**config.mk**
```make
export PLATFORM = sky130hd
export DESIGN_NAME = trigger_scheduler
export DESIGN_NICKNAME = d
export VERILOG_FILES = /design/src/rtl/trigger_scheduler.sv
export SDC_FILE = /design/constraint.sdc
export NUM_CORES = 1
export LEC_CHECK = 0
export CAP_MARGIN = 20
export CORE_MARGIN = 4
export CORE_UTILIZATION = 50
export CTS_CLUSTER_SIZE = 40
export DETAILED_ROUTE_END_ITERATION = 10
export GPL_TIMING_DRIVEN = 1
export PLACE_DENSITY_LB_ADDON = 0.2
export SLEW_MARGIN = 25
export SYNTH_ARGS = -nofsm -noshare
export SYNTH_HDL_FRONTEND = slang
export SYNTH_SLANG_ARGS = --single-unit
```
**constraint.sdc**
```tcl
create_clock -name ep_clk -period 4.7 [get_ports ep_clk]
set_input_delay 0.705 -clock ep_clk [delete_from_list [all_inputs] [get_ports ep_clk]]
set_output_delay 0.705 -clock ep_clk [all_outputs]
set_load 0.01 [all_outputs]
```
**src/rtl/trigger_scheduler.sv**
```systemverilog
// rtl/trigger_scheduler.sv - captures trigger pulses into a pending vector and
// issues them one at a time over a valid/ready handshake with optional hold-off.
module trigger_scheduler #(
  parameter int RR_MODE = 1,
  parameter int HOLDOFF = 0,
  parameter int CNT_W   = 16
) (
  input  logic             ep_clk,
  input  logic             ti_reset,
  input  logic [31:0]      ep_trigger,
  input  logic [31:0]      trig_mask,
  input  logic             serv_ready,
  input  logic             ovf_clr,
  output logic             serv_valid,
  output logic [4:0]       serv_id,
  output logic [31:0]      pending,
  output logic [31:0]      overflow,
  output logic [CNT_W-1:0] serv_count,
  output logic             busy
);

  typedef enum logic [1:0] {
    S_IDLE  = 2'd0,
    S_GRANT = 2'd1,
    S_HOLD  = 2'd2
  } state_t;

  localparam bit         HAS_HOLD  = (HOLDOFF > 0);
  localparam logic [7:0] HOLD_INIT = HAS_HOLD ? 8'(HOLDOFF - 1) : 8'd0;

  state_t           r_state;
  state_t           w_state_nxt;
  logic [31:0]      r_pending;
  logic [31:0]      r_overflow;
  logic             r_valid;
  logic [4:0]       r_id;
  logic [4:0]       r_last_id;
  logic [CNT_W-1:0] r_count;
  logic [7:0]       r_hold_cnt;

  logic             w_grant;
  logic             w_done;
  logic [31:0]      w_cap;
  logic [31:0]      w_clr;
  logic [31:0]      w_pending_nxt;
  logic [31:0]      w_ovf_set;
  logic [4:0]       w_idx;
  logic [4:0]       w_rr_id;
  logic [4:0]       w_fp_id;
  logic [4:0]       w_winner;

  // A pulse landing on the edge that clears its own bit re-arms it without
  // being counted as lost.
  assign w_cap         = ep_trigger & trig_mask;
  assign w_clr         = w_done ? (32'd1 << r_id) : 32'd0;
  assign w_pending_nxt = w_cap | (r_pending & ~w_clr);
  assign w_ovf_set     = w_cap & r_pending & ~w_clr;

  // Descending scan so the lowest offset (first match) is the final assignment.
  always_comb begin
    w_rr_id = 5'd0;
    w_fp_id = 5'd0;
    w_idx   = 5'd0;
    for (int k = 31; k >= 0; k--) begin
      if (r_pending[5'(k)]) w_fp_id = 5'(k);
      w_idx = r_last_id + 5'd1 + 5'(k);
      if (r_pending[w_idx]) w_rr_id = w_idx;
    end
  end

  assign w_winner = (RR_MODE != 0) ? w_rr_id : w_fp_id;

  always_comb begin
    w_state_nxt = r_state;
    w_grant     = 1'b0;
    w_done      = 1'b0;
    case (r_state)
      S_IDLE: begin
        if (|r_pending) begin
          w_grant     = 1'b1;
          w_state_nxt = S_GRANT;
        end
      end
      S_GRANT: begin
        if (r_valid && serv_ready) begin
          w_done      = 1'b1;
          w_state_nxt = HAS_HOLD ? S_HOLD : S_IDLE;
        end
      end
      S_HOLD: begin
        if (r_hold_cnt == 8'd0) w_state_nxt = S_IDLE;
      end
      default: w_state_nxt = S_IDLE;
    endcase
  end

  always_ff @(posedge ep_clk or posedge ti_reset) begin
    if (ti_reset) begin
      r_state    <= S_IDLE;
      r_pending  <= 32'd0;
      r_overflow <= 32'd0;
      r_valid    <= 1'b0;
      r_id       <= 5'd0;
      r_last_id  <= 5'd31;
      r_count    <= '0;
      r_hold_cnt <= 8'd0;
    end else begin
      r_state    <= w_state_nxt;
      r_pending  <= w_pending_nxt;
      r_overflow <= (ovf_clr ? 32'd0 : r_overflow) | w_ovf_set;
      if (w_grant) begin
        r_valid <= 1'b1;
        r_id    <= w_winner;
      end
      if (w_done) begin
        r_valid    <= 1'b0;
        r_count    <= r_count + CNT_W'(1);
        r_last_id  <= r_id;
        r_hold_cnt <= HOLD_INIT;
      end else if (r_state == S_HOLD && r_hold_cnt != 8'd0) begin
        r_hold_cnt <= r_hold_cnt - 8'd1;
      end
    end
  end

  assign serv_valid = r_valid;
  assign serv_id    = r_id;
  assign pending    = r_pending;
  assign overflow   = r_overflow;
  assign serv_count = r_count;
  assign busy       = (r_state != S_IDLE);

endmodule
```
==> results of run 1 <==
## final timing paths
path / from / slack (ns) / end
worst min-delay path: serv_count[15]$_DFFE_PP0P_ / 0.48 / serv_count[15]$_DFFE_PP0P_
worst min register to register: serv_count[15]$_DFFE_PP0P_ / 0.48 / serv_count[15]$_DFFE_PP0P_
worst max-delay path: r_last_id[0]$_DFFE_PP1P_ / 0.19 / serv_id[0]$_DFFE_PP0P_
worst max register to register: r_last_id[0]$_DFFE_PP1P_ / 0.19 / serv_id[0]$_DFFE_PP0P_
max in group asynchronous: ti_reset / 2.89 / overflow[18]$_DFF_PP0_
min in group asynchronous: ti_reset / 0.81 / overflow[2]$_DFF_PP0_
## cell families after synthesis
family | Yosys count | share of synthesized area (%)
buffers and inverters | 106 | 5.752
adders and majority gates | 6 | 0.8236
DFF | 92 | 25.33
AOI/OAI and AO/OA | 300 | 21.92
and+or+nand+nor | 379 | 19.88
xor gates and xnor gates | 45 | 5.724
muxes | 151 | 20.58
## synthesized netlist by cell type (all sizes together) (11+ instances only)
| library cell | number | share of area, % |
|---|---|---|
| nand2 | 153 | 6.3 |
| o21ai | 100 | 5.5 |
| dfrtp | 87 | 24 |
| mux2i | 82 | 9.5 |
| nor2 | 79 | 3.6 |
| inv | 54 | 2.3 |
| mux2 | 49 | 6.1 |
| a21oi | 41 | 2.5 |
| o22ai | 36 | 2.5 |
| buf | 35 | 2.8 |
| xnor2 | 35 | 4.1 |
| nand3 | 25 | 1.4 |
| nand2b | 22 | 1.5 |
| mux4 | 20 | 4.9 |
| clkbuf | 17 | 0.70 |
| o211ai | 17 | 1.4 |
| a211oi | 16 | 1.4 |
| nor3 | 14 | 0.82 |
| nand4 | 13 | 0.89 |
| nor2b | 13 | 0.89 |
| and2 | 12 | 0.85 |
| nor4 | 11 | 0.76 |
## stage by stage
step	utilization, %	total power (W)
floorplan	-	0.005189
global placement	61.85	0.007129
detailed placement	61.85	0.007105
CTS	63.70	0.007934
global route	63.75	0.008523
finish	63.75	0.008129
## power by group through the flow
stage	registers, W	logic [W]	clock network (W)
floorplan	0.00103	0.00416	0
global placement	0.00108	0.00605	0
detailed placement	0.00108	0.00602	0
CTS	0.00107	0.00605	0.000818
global route	0.00109	0.00659	0.000845
finish	0.00108	0.00624	0.000812
## state kept, by name, indices dropped and copies added (netlist names)
signal      cells
serv_id         5
r_state         1
overflow       32
serv_count     16
serv_valid      1
r_last_id       5
pending        32
## area by class of cell
| type | count | area [um2] | share of cell area [%] |
|---|---|---|---|
| multi-input cells | 881 | 6322 | 55.21 |
| repair buffers | 211 | 1994 | 17.42 |
| clock inverters | 7 | 107.6 | 0.9396 |
| inverters | 54 | 207.7 | 1.814 |
| clock buffers | 9 | 225.2 | 1.967 |
| well taps | 229 | 286.5 | 2.502 |
| flip-flops and latches | 92 | 2308 | 20.16 |
## metal layers
layer | vias up | GRT usage (%) | part of all wire [%]
li1 | 4323 | - | -
met3 | 98 | 9.009 | 9.8
met5 | - | 0 | 0
met1 | 4657 | 49.06 | 41
met2 | 602 | 55.02 | 44
met4 | 0 | 16.66 | 4.8
## worst max-delay path, cell delays in order (launching register included)
cell       delay (ns)
dfstp_2          0.56
buf_4            0.38
and3_4           0.31
xnor2_4          0.15
buf_4            0.26
xnor2_1          0.39
mux2_2           0.44
mux2_2           0.42
nand2b_1         0.23
a2111oi_0        0.45
o21ai_1          0.15
o211ai_1         0.30
o2111a_1         0.26
o21ai_1          0.07
==> results_dict.tcl, run 1 <==
set metrics [dict create \
    grt_start_max_net_pins 53 \
    firstDrtPassIters 6 \
    ctsRootBufferMaster "clkbuf_16" \
    swShare_pct 55.26 \
    instances_no_fill 1483 \
    switching_power_w 0.004492 \
    dp_slack_ns 0.2729 \
    end_kind "flop" \
    drive_gt1_share_pct 15.55 \
    critical_path_peak_fanout 32 \
    grt_usage_pct 36.30 \
    synth_cell_types 92 \
    clock.fmax_mhz 221.7 \
    cts_resized 0 \
    nets 1323 \
    start_util_pct 50.74 \
    min_path_type "flop to flop" \
    routabilityCongestion 1.079 \
    drt-wirelength-per-cell_um 24.90 \
    setup_viol 0 \
    startpoint_type "flop" \
    antenna_cells 0 \
    min_path_cells 1 \
    synth-seq-cells 92 \
    ys.flop_type "dfrtp_1" \
    worstSkewPairLatency_ns 0.36 \
    grt_pass1_wl_mm 56.30 \
    cts_tree "built" \
    cts.path.max_buffers 2 \
    hold-worst-slack_ns 0.4825 \
    p_int_w 0.003637 \
    wirelength_mm 36.93 \
    yosys_warnings 0 \
    row_count 49 \
    overflow 0 \
    setup_ws_ns 0.1890 \
    final_area_mm2 0.01145 \
    synth_edf_count 0 \
    ff2ff_path_depth 13 \
    drv_cap 0 \
    pwr-share-seq_pct 13.2 \
    h-tree-depth 3 \
    ioPinCount 155 \
    fillers 1553 \
    cts_hold_buf 0 \
    drt_iter0_drc 914 \
    rsz0062_at_grt "no" \
    worst_pin_slew_ns 0.8422 \
    hold_violations 0 \
    cts_buffers 9 \
    core_mm2 0.01796 \
    power_density_mw_per_mm2 709.8 \
    slew_violations 0 \
    layout_common_cells "clkdlybuf4s50_1 (154), nand2_1 (153), o21ai_0 (87), dfrtp_1 (87), mux2i_1 (77)" \
    comb_power_share_pct 76.8 \
    fin_tns_setup_ns 0 \
    final_common_cell "clkdlybuf4s50_1" \
    syn_nets 1153 \
    drc 0 \
    antenna_found_initial 0 \
    ys_async_sr_fraction_pct 100.0 \
    postCtsSetupBuffers 0 \
    period_share_pct 95.98 \
    seq_area_frac_synth_pct 25.33 \
    cts_sinks 92 \
    critPathRequiredTime_ns 4.95 \
    clkSlewWorstSetupHoldPaths_ns 0.08 \
    arrival_ns 4.76 \
    worstSetupPathType "flop to flop" \
    viasPerCell 6.527 \
    p_clk_share_pct 10.0 \
    vias 9680 \
    ir_drop_uv 475.8 \
    dpl.cell_count 1466 \
    finalClockSkew_ns 0.01059 \
    avgSynthCellArea_um2 8.448 \
    drtAntennaViolNets 0 \
    port_buffers 154 \
    die_h_um 143.0 \
    die_area_mm2 0.02045 \
    dpl_cell_area_mm2 0.01111 \
    hpwl_mm 29.01 \
    grt_pass1_vias 9424 \
    p_leak_nw 4.512 \
    area_growth_syn_to_layout_pct 25.64 \
    syn-cell-area_mm2 0.009115 \
    synthCells 1079 \
    die_w_um 143.0 \
    slew-limit-headroom_pct 43.48 \
    fin_crit_ns 4.511 \
    status "completed" \
]
Power figures use the tool's default switching activity.
==> run 2: changes to the inputs <==
--- a/config.mk
+++ b/config.mk
@@ -5,14 +5,12 @@
 export SDC_FILE = /design/constraint.sdc
 export NUM_CORES = 1
 export LEC_CHECK = 0
-export CAP_MARGIN = 20
 export CORE_MARGIN = 4
-export CORE_UTILIZATION = 50
+export CORE_UTILIZATION = 55
 export CTS_CLUSTER_SIZE = 40
 export DETAILED_ROUTE_END_ITERATION = 10
 export GPL_TIMING_DRIVEN = 1
 export PLACE_DENSITY_LB_ADDON = 0.2
-export SLEW_MARGIN = 25
 export SYNTH_ARGS = -nofsm -noshare
 export SYNTH_HDL_FRONTEND = slang
 export SYNTH_SLANG_ARGS = --single-unit
==> constraint.sdc (replaced) <==
create_clock -name ep_clk -period 5.1 [get_ports ep_clk]
set_input_delay 0.765 -clock ep_clk [delete_from_list [all_inputs] [get_ports ep_clk]]
set_output_delay 0.765 -clock ep_clk [all_outputs]
set_load 0.01 [all_outputs]
==> results_dict.tcl, run 2 (synthesis results as in run 1) <==
set metrics [dict create \
    finalClockSkew_ns 0.01796 \
    power_density_mw_per_mm2 652.3 \
    startpoint_type "flop" \
    setup_viol 0 \
    worstSkewPairLatency_ns 0.37 \
    fin_crit_ns 4.846 \
    firstDrtPassIters 5 \
    grt_pass1_vias 9285 \
    slew_violations 0 \
    max_stage_delay_ns 0.57 \
    status "completed" \
    h-tree-depth 3 \
    drt-wirelength-per-cell_um 24.97 \
    drv_cap 0 \
    viasPerCell 6.724 \
    min_path_type "flop to flop" \
    row_count 46 \
    grt_pass1_wl_mm 55.10 \
    rsz0062_at_grt "no" \
    ir_drop_uv 497.3 \
    area_growth_syn_to_layout_pct 22.61 \
    cts_tree "built" \
    final_common_cell "clkdlybuf4s50_1" \
    cts_sinks 92 \
    start_util_pct 56.76 \
    critical_path_peak_fanout 28 \
    crit_family "compound AO/OA/AOI/OAI gates" \
    drc 0 \
    cts.path.max_buffers 2 \
    cts_hold_buf 0 \
    critPathRequiredTime_ns 5.36 \
    grt_start_max_net_pins 54 \
    port_buffers 154 \
    p_leak_nw 4.359 \
    core_mm2 0.01606 \
    drtAntennaViolNets 0 \
    crit_slowest_cell "dfstp_2" \
    slew-limit-headroom_pct 36.06 \
    wirelength_mm 35.98 \
    routabilityCongestion 1.067 \
    antenna_cells 0 \
    clock.fmax_mhz 206.3 \
    period_share_pct 95.02 \
    clkSlewWorstSetupHoldPaths_ns 0.09 \
    vias 9689 \
    worstSetupPathType "flop to flop" \
    hpwl_mm 27.35 \
    die_area_mm2 0.01870 \
    grt_usage_pct 38.72 \
    crit_path_cell_trace "inv_2, ha_2, buf_4, mux2_2, mux2i_1, or2_2, a22oi_1, nor2_1, o21ai_1, a2111oi_0, o21ai_1, o211ai_1, o2111a_1, o21ai_1" \
    ctsRootBufferMaster "clkbuf_16" \
    cp_common_cell "o21ai_1" \
    overflow 0 \
    worst_pin_slew_ns 0.9591 \
    nets 1294 \
    die_h_um 136.7 \
    antenna_found_initial 0 \
    ioPinCount 155 \
    end_kind "flop" \
    fillers 1255 \
    drt_iter0_drc 1552 \
    layout_common_cells "clkdlybuf4s50_1 (154), nand2_1 (153), o21ai_0 (87), dfrtp_1 (87), mux2i_1 (77)" \
    cts_buffers 9 \
    hold_violations 0 \
    drive_gt1_share_pct 13.47 \
    finalPower_w 0.007290 \
    arrival_ns 5.10 \
    fin_tns_setup_ns 0 \
    die_w_um 136.7 \
    crit_buf_inv 2 \
]
[run 2: changes by cell type in the layout (fill, tap and decap cells not counted), moves of 2 or more]
cell / previous run / this run
buf_4: 55 / 26
clkinv_8: 3 / 1
ha_1: 3 / 5
ha_4: 2 / 0
[run 2: worst register-to-register path: stages, from the launching register on]
cell	delay (ns)
dfstp_2	0.57
inv_2	0.05
ha_2	0.51
buf_4	0.41
mux2_2	0.41
mux2i_1	0.37
or2_2	0.20
a22oi_1	0.06
nor2_1	0.40
o21ai_1	0.40
a2111oi_0	0.53
o21ai_1	0.13
o211ai_1	0.36
o2111a_1	0.28
o21ai_1	0.07
[run 2: per-stage QoR]
stage	cells	util [%]	cell area (um2)	hold WS [ns]	setup slack, ns
after floorplan	1079	-	9115	0.5039	0.06516
after global placement	1424	67.42	10830	0.4585	0.3664
after detailed placement	1424	67.42	10830	0.4973	0.3804
after CTS	1440	69.41	11150	0.5119	0.3319
after global routing	1441	69.60	11180	0.5231	0.05710
final	1441	69.60	11180	0.5104	0.2538
[run 2: layer usage]
layer	global-route usage, %	share of wire [%]	vias to the layer above
met1	52.05	39	4573
met5	0	0	-
met4	15.96	5.1	0
met3	13.31	13	134
met2	57.01	43	730
li1	-	-	4252
[run 2: area by class of cell]
type,instances,area (um2),area share [%]
Clock buffer,9,225.2,2.015
Clock inverter,7,93.84,0.8397
Inverter,54,206.4,1.847
Multi-Input combinational cell,881,6300,56.37
Sequential cell,92,2308,20.66
Tap cell,216,270.3,2.418
Timing Repair Buffer,182,1772,15.85
[run 2: worst paths after layout]
check / depth (start not counted) / endpoint / slack, ns / start
min in group asynchronous: 2 / pending[12]$_DFF_PP0_ / 0.91 / ti_reset
setup reg to reg: 14 / serv_id[0]$_DFFE_PP0P_ / 0.25 / r_last_id[0]$_DFFE_PP1P_
hold reg to reg: 1 / serv_count[15]$_DFFE_PP0P_ / 0.51 / serv_count[15]$_DFFE_PP0P_
max in group asynchronous: 3 / pending[26]$_DFF_PP0_ / 3.14 / ti_reset
setup / recovery: 14 / serv_id[0]$_DFFE_PP0P_ / 0.25 / r_last_id[0]$_DFFE_PP1P_
hold / removal: 1 / serv_count[15]$_DFFE_PP0P_ / 0.51 / serv_count[15]$_DFFE_PP0P_
[run 2: where the power goes]
| group | total (W) | internal [W] | switching (W) |
|---|---|---|---|
| Sequential | 0.000999 | 0.000823 | 0.000176 |
| Combinational | 0.00555 | 0.00193 | 0.00362 |
| Clock | 0.000744 | 0.000395 | 0.000349 |
| Total | 0.00729 | 0.00315 | 0.00414 |
[run 2: what timing repair did]
| action | CTS | global route |
|---|---|---|
| setup buffers | 0 | 0 |
| setup endpoints to repair | 0 | 1 |
| resized for setup | 0 | 2 |
==> variant 1: new RTL, settings of run 1 <==
Set the parameter `RR_MODE` to 0 (it was 1).
--- a/src/rtl/trigger_scheduler.sv
+++ b/src/rtl/trigger_scheduler.sv
@@ -3,3 +3,3 @@
 module trigger_scheduler #(
-  parameter int RR_MODE = 1,
+  parameter int RR_MODE = 0,
   parameter int HOLDOFF = 0,
Check against the original RTL: not equivalent (Yosys sat finds a counterexample within 4 cycles, from zero or initial values and one cycle with ti_reset high).
==> variant 1 against run 1 <==
Critical endpoint is now pending[2]. Design area fell by 53%. First-iteration DRC count fell by 84%. Core utilization rose by 15 points. Largest power group is now registers. Worst setup slack improved by 2400 ps. Synthesized area fell by 61%. Clock skew fell by 3.1 ps. Routed wire length fell by 74%. Total power fell by 79%. Die area fell by 59%. Clock power fell by 31%. Sequential cell count fell by 6. Largest cell class is now registers.
==> variant 1: results (changes against run 1) <==
[outcome]
status=completed

[power_and_ir_drop]
p_sw_share_pct=25.4  ; -30 points
leakagePower_nw=2.23  ; -51%
ir_drop_v=0.000170  ; -64%

[route]
dr_total_vias=3095  ; -68%
drtIter0Drc=146  ; -84%

[cells_and_area]
clkCellAreaFrac_pct=4.00  ; +1.1 points
bufAreaShareNonClock_pct=28.5  ; +11 points
num-multi-input-gates=208  ; -76%
inv_count=36  ; -33%
num-fill-cells=462  ; -70%
seq_cells=86  ; -6.5%
multi_input_area_share_pct=22.7  ; -32 points
drive_above_1_share_pct=5.40  ; -10 points
nClkBuffers=12  ; +3
n_all_buffers=154  ; -27%
regArea_mm2=0.00215  ; -6.8%
nets=564  ; -57%

[grt]
grt_pass1_wl_mm=15.7  ; -72%
grt_use_total_pct=23.5  ; -13 points
grt_max_degree=56  ; +5.7%
grt_pass1_vias=3166  ; -66%

[timing]
finClkSkew_ps=7.45  ; -3.14 ps
slew_headroom_pct=55.7  ; +12 points

[synthesis]
synth_xor_area_share_pct=3.72  ; -2.0 points
synth_compound_area_share_pct=13.6  ; -8.3 points
ys_seq_area_share_pct=60.9  ; +36 points
yosys-mux-area-fraction_pct=0  ; -21 points
synth_cell_types=36  ; -61%
synthAdderAreaFrac_pct=0.354  ; -0.47 points
synth_fp_nets=404  ; -65%
synthTopCellsByArea=dfrtp_1 61%, nand2_1 5.1%, o21ai_0 4.0%, inv_1 3.8%, nand3_1 3.4%

[worst_setup_path]
cp_slowest_cell=clkdlybuf4s50_1
cp_top_family=buffers and inverters
arrival_ps=1430  ; -3330 ps
crit_fanout=7  ; -78%

[place]
dpl.hpwl_mm=7.33  ; -75%
port_buffers=153  ; -0.65%

[clock_network]
clock_latency_ps=340  ; -20 ps
root_buffer=clkbuf_8

-- variant 1: cell count changes in the layout (fill, tap and decap cells not counted), moves of 14 or more --
cell,before,now
a21oi_1,38,5
buf_4,55,1
inv_1,49,35
mux2_2,41,0
mux2i_1,77,0
mux4_2,20,0
nand2_1,153,48
nand2b_1,22,4
nor2_1,74,7
o211ai_1,17,0
o21ai_0,87,28
o22ai_1,36,16
xnor2_1,27,12
-- variant 1: final timing paths --
| check | startpoint | endpoint | slack [ps] | depth (start not counted) |
|---|---|---|---|---|
| worst max-delay path | pending[2] | pending[2] | 2560 | 1 |
| worst min-delay path | serv_count[15] | serv_count[15] | 490 | 1 |
| worst max register to register | pending[14] | serv_id[0] | 2990 | 5 |
| worst min register to register | serv_count[15] | serv_count[15] | 490 | 1 |
| max in group asynchronous | ti_reset | serv_count[0] | 3040 | 3 |
| min in group asynchronous | ti_reset | overflow[16] | 810 | 2 |
-- variant 1: power by group through the flow --
stage	clock, mW	combinational (mW)	sequential, mW
finish	0.562	0.305	0.848
global route	0.608	0.332	0.860
CTS	0.568	0.309	0.848
detailed placement	0	0.308	0.861
global placement	0	0.298	0.857
floorplan	0	0.0888	0.876
-- variant 1: stage by stage --
| step | util, % | hold WS [ps] | power, mW | cells | cell area [µm²] |
|---|---|---|---|---|---|
| finish | 78.8 | 494 | 1.72 | 596 | 5380 |
| CTS | 78.8 | 493 | 1.72 | 596 | 5380 |
| detailed placement | 75.6 | 472 | 1.17 | 580 | 5160 |
| global route | 78.8 | 514 | 1.80 | 596 | 5380 |
| floorplan | - | 507 | 0.965 | 335 | 3540 |
| global placement | 75.7 | 466 | 1.16 | 580 | 5170 |
-- variant 1: routing by layer --
layer  global-route usage (%)  wire length [µm]
met1                     28.9              3940
met3                     6.48               725
met2                     39.5              4810
met4                     8.91               120
met5                        0                 0
==> variant 2: new RTL, settings of run 1 <==
Without the edit above. Make the reset (`ti_reset`) synchronous in one clocked block.
--- a/src/rtl/trigger_scheduler.sv
+++ b/src/rtl/trigger_scheduler.sv
@@ -96,3 +96,3 @@
 
-  always_ff @(posedge ep_clk or posedge ti_reset) begin
+  always_ff @(posedge ep_clk) begin
     if (ti_reset) begin
Check against the original RTL: differs if ti_reset is asserted again (counterexample within 4 cycles, from zero or initial values and one cycle with ti_reset high); with ti_reset held inactive, the same outputs for 4 cycles.
==> variant 2 against run 1 <==
Global-route usage is 0.73 points higher. Design area is 1.1% lower. Worst setup slack better by 100 ps. Sequential cell count stayed put. First-iteration DRC count is 5.1% higher. Maximum frequency is 2.3% higher. Core utilization is 0.72 points lower. Non-clock buffer count is 3 lower. Routed wire length is 2.1% higher. Critical path depth is 1 higher. Synthesized area hardly changed. Synthesized cell count is 5.4% higher. Largest cell class unchanged.
Power is not compared: it rests on default switching activity, and its combinational part moved more than twofold at a synthesized area within 25%.
==> variant 2: results (changes against run 1) <==
[outcome]
status=completed

[synthesis]
synthTopCellsByCount=115 x nand2_1, 109 x a21oi_1, 92 x dfxtp_1, 80 x o21ai_0, 78 x nor2_1
synth_cell_types=88  ; -4.3%
synth_fp_nets=1211  ; +5.0%
synthArstFlopShare_pct=0  ; -100 points
synthTopCellsByArea=dfxtp_1 20%, mux4_2 10%, a21oi_1 6.0%, mux2i_1 5.4%, nand2_1 4.7%
yosys_warnings=0  ; unchanged
ys_seq_area_share_pct=20.2  ; -5.1 points
synthFlopType=dfxtp_1

[place]
finalWeightedCongestion=1.08  ; +0.26%
dpl.hpwl_mm=29.5  ; +1.7%
port_buffers=154  ; unchanged

[timing]
finClkSkew_ps=16.6  ; +6.05 ps
worst_pin_slew_ps=1070  ; +228 ps

[worst_setup_path]
cp_top_family=multiplexers
arrival_ps=4640  ; -120 ps
slowest_delay_ps=540  ; -20 ps
crit_fanout=63  ; +97%
cp_slowest_cell=mux4_2

[clock_network]
clkTransAtPathRegs_ps=90
root_buffer=clkbuf_16
htreeDepth=3  ; unchanged
clock_latency_ps=370
cts_buffers=9  ; unchanged
cts_setup_buffers=0  ; unchanged
clockBufferDepth=2  ; unchanged
cts_resized=0  ; unchanged

[power_and_ir_drop]
ir_drop_v=0.000232
leakagePower_nw=4.18

[hold_path]
hp-class=reg -> reg

[route]
firstDrtPassIters=6  ; unchanged
drt-vias-per-instance=6.68  ; +2.3%
routed_wl_mm=37.7  ; +2.1%
drtIter0Drc=961  ; +5.1%

[grt]
antenna_found_initial=0  ; unchanged
grt_pass1_vias=9713  ; +3.1%
grt_use_total_pct=37.0  ; +0.73 points
grt_max_degree=84  ; +58%
grt_pass1_wl_mm=58.4  ; +3.8%

[cells_and_area]
num-fill-cells=1608  ; +3.5%
drive_above_1_share_pct=16.5  ; +0.97 points
antenna_cells=0  ; unchanged
nets=1358  ; +2.6%

==> variant 2: cell count changes after synthesis, moves of 31 or more <==
cell	run 1	this run
o22ai_1	36	5
nand2_1	153	115
dfxtp_1	0	92
dfrtp_1	87	0
a21oi_1	38	109
==> variant 2: cell families after synthesis <==
kind of cell    count (synthesis)  synth area share, %
simple gates                  413                 22.7
compound gates                341                 24.0
mux                           143                 22.5
buf+inv                        99                 5.03
flops                          92                 20.2
xor+xnor                       43                 4.77
fa+ha+maj                       6                0.824
==> variant 2: path summary, 6_finish.rpt <==
check               start           end  slack, ps  depth (start not counted)
min reg2reg  overflow[17]  overflow[17]        470                          2
max reg2reg  r_last_id[0]    serv_id[1]        290                         14
min          overflow[17]  overflow[17]        470                          2
max          r_last_id[0]    serv_id[1]        290                         14
==> variant 2: per-stage QoR <==
stage / instance area, µm² / utilization, % / hold slack, ps / std cells / worst slack [ps]
floorplan: 9110 / - / 493 / 1137 / 45.1
global placement: 11000 / 61.3 / 457 / 1502 / 413
detailed placement: 11000 / 61.3 / 463 / 1502 / 404
CTS: 11300 / 63.1 / 476 / 1518 / 402
global route: 11300 / 63.0 / 495 / 1518 / 141
finish: 11300 / 63.0 / 474 / 1518 / 290
==> variant 2: final cells by class <==
class                   count  share of cell area (%)
multi-input cells         946                    60.3
clock buffers               9                    1.99
clock inverters             7                   0.829
well taps                 229                    2.53
inverters                  27                   0.895
repair buffers            208                    17.2
flip-flops and latches     92                    16.3
==> variant 2: per-layer routing <==
metal	wire length [µm]	GRT usage [%]	part of all wire (%)	up-vias
met5	0	0	0	-
met4	2050	17.5	5.4	0
met3	3960	8.81	10	128
met2	16600	56.6	44	650
met1	15100	49.5	40	4808
li1	-	-	-	4547
==> variant 2: report_power, final <==
group	total [mW]	internal, mW	switching (mW)	leakage, nW
Clock	0.798	0.428	0.370	0.153
Combinational	2.66	1.07	1.59	3.28
Sequential	0.947	0.829	0.118	0.752
Total	4.40	2.32	2.08	4.18
==> variant 2: worst min-delay path: stages (launching register included) <==
cell      delay, ps
dfxtp_1         310
nand2b_1         60
a21oi_1          60
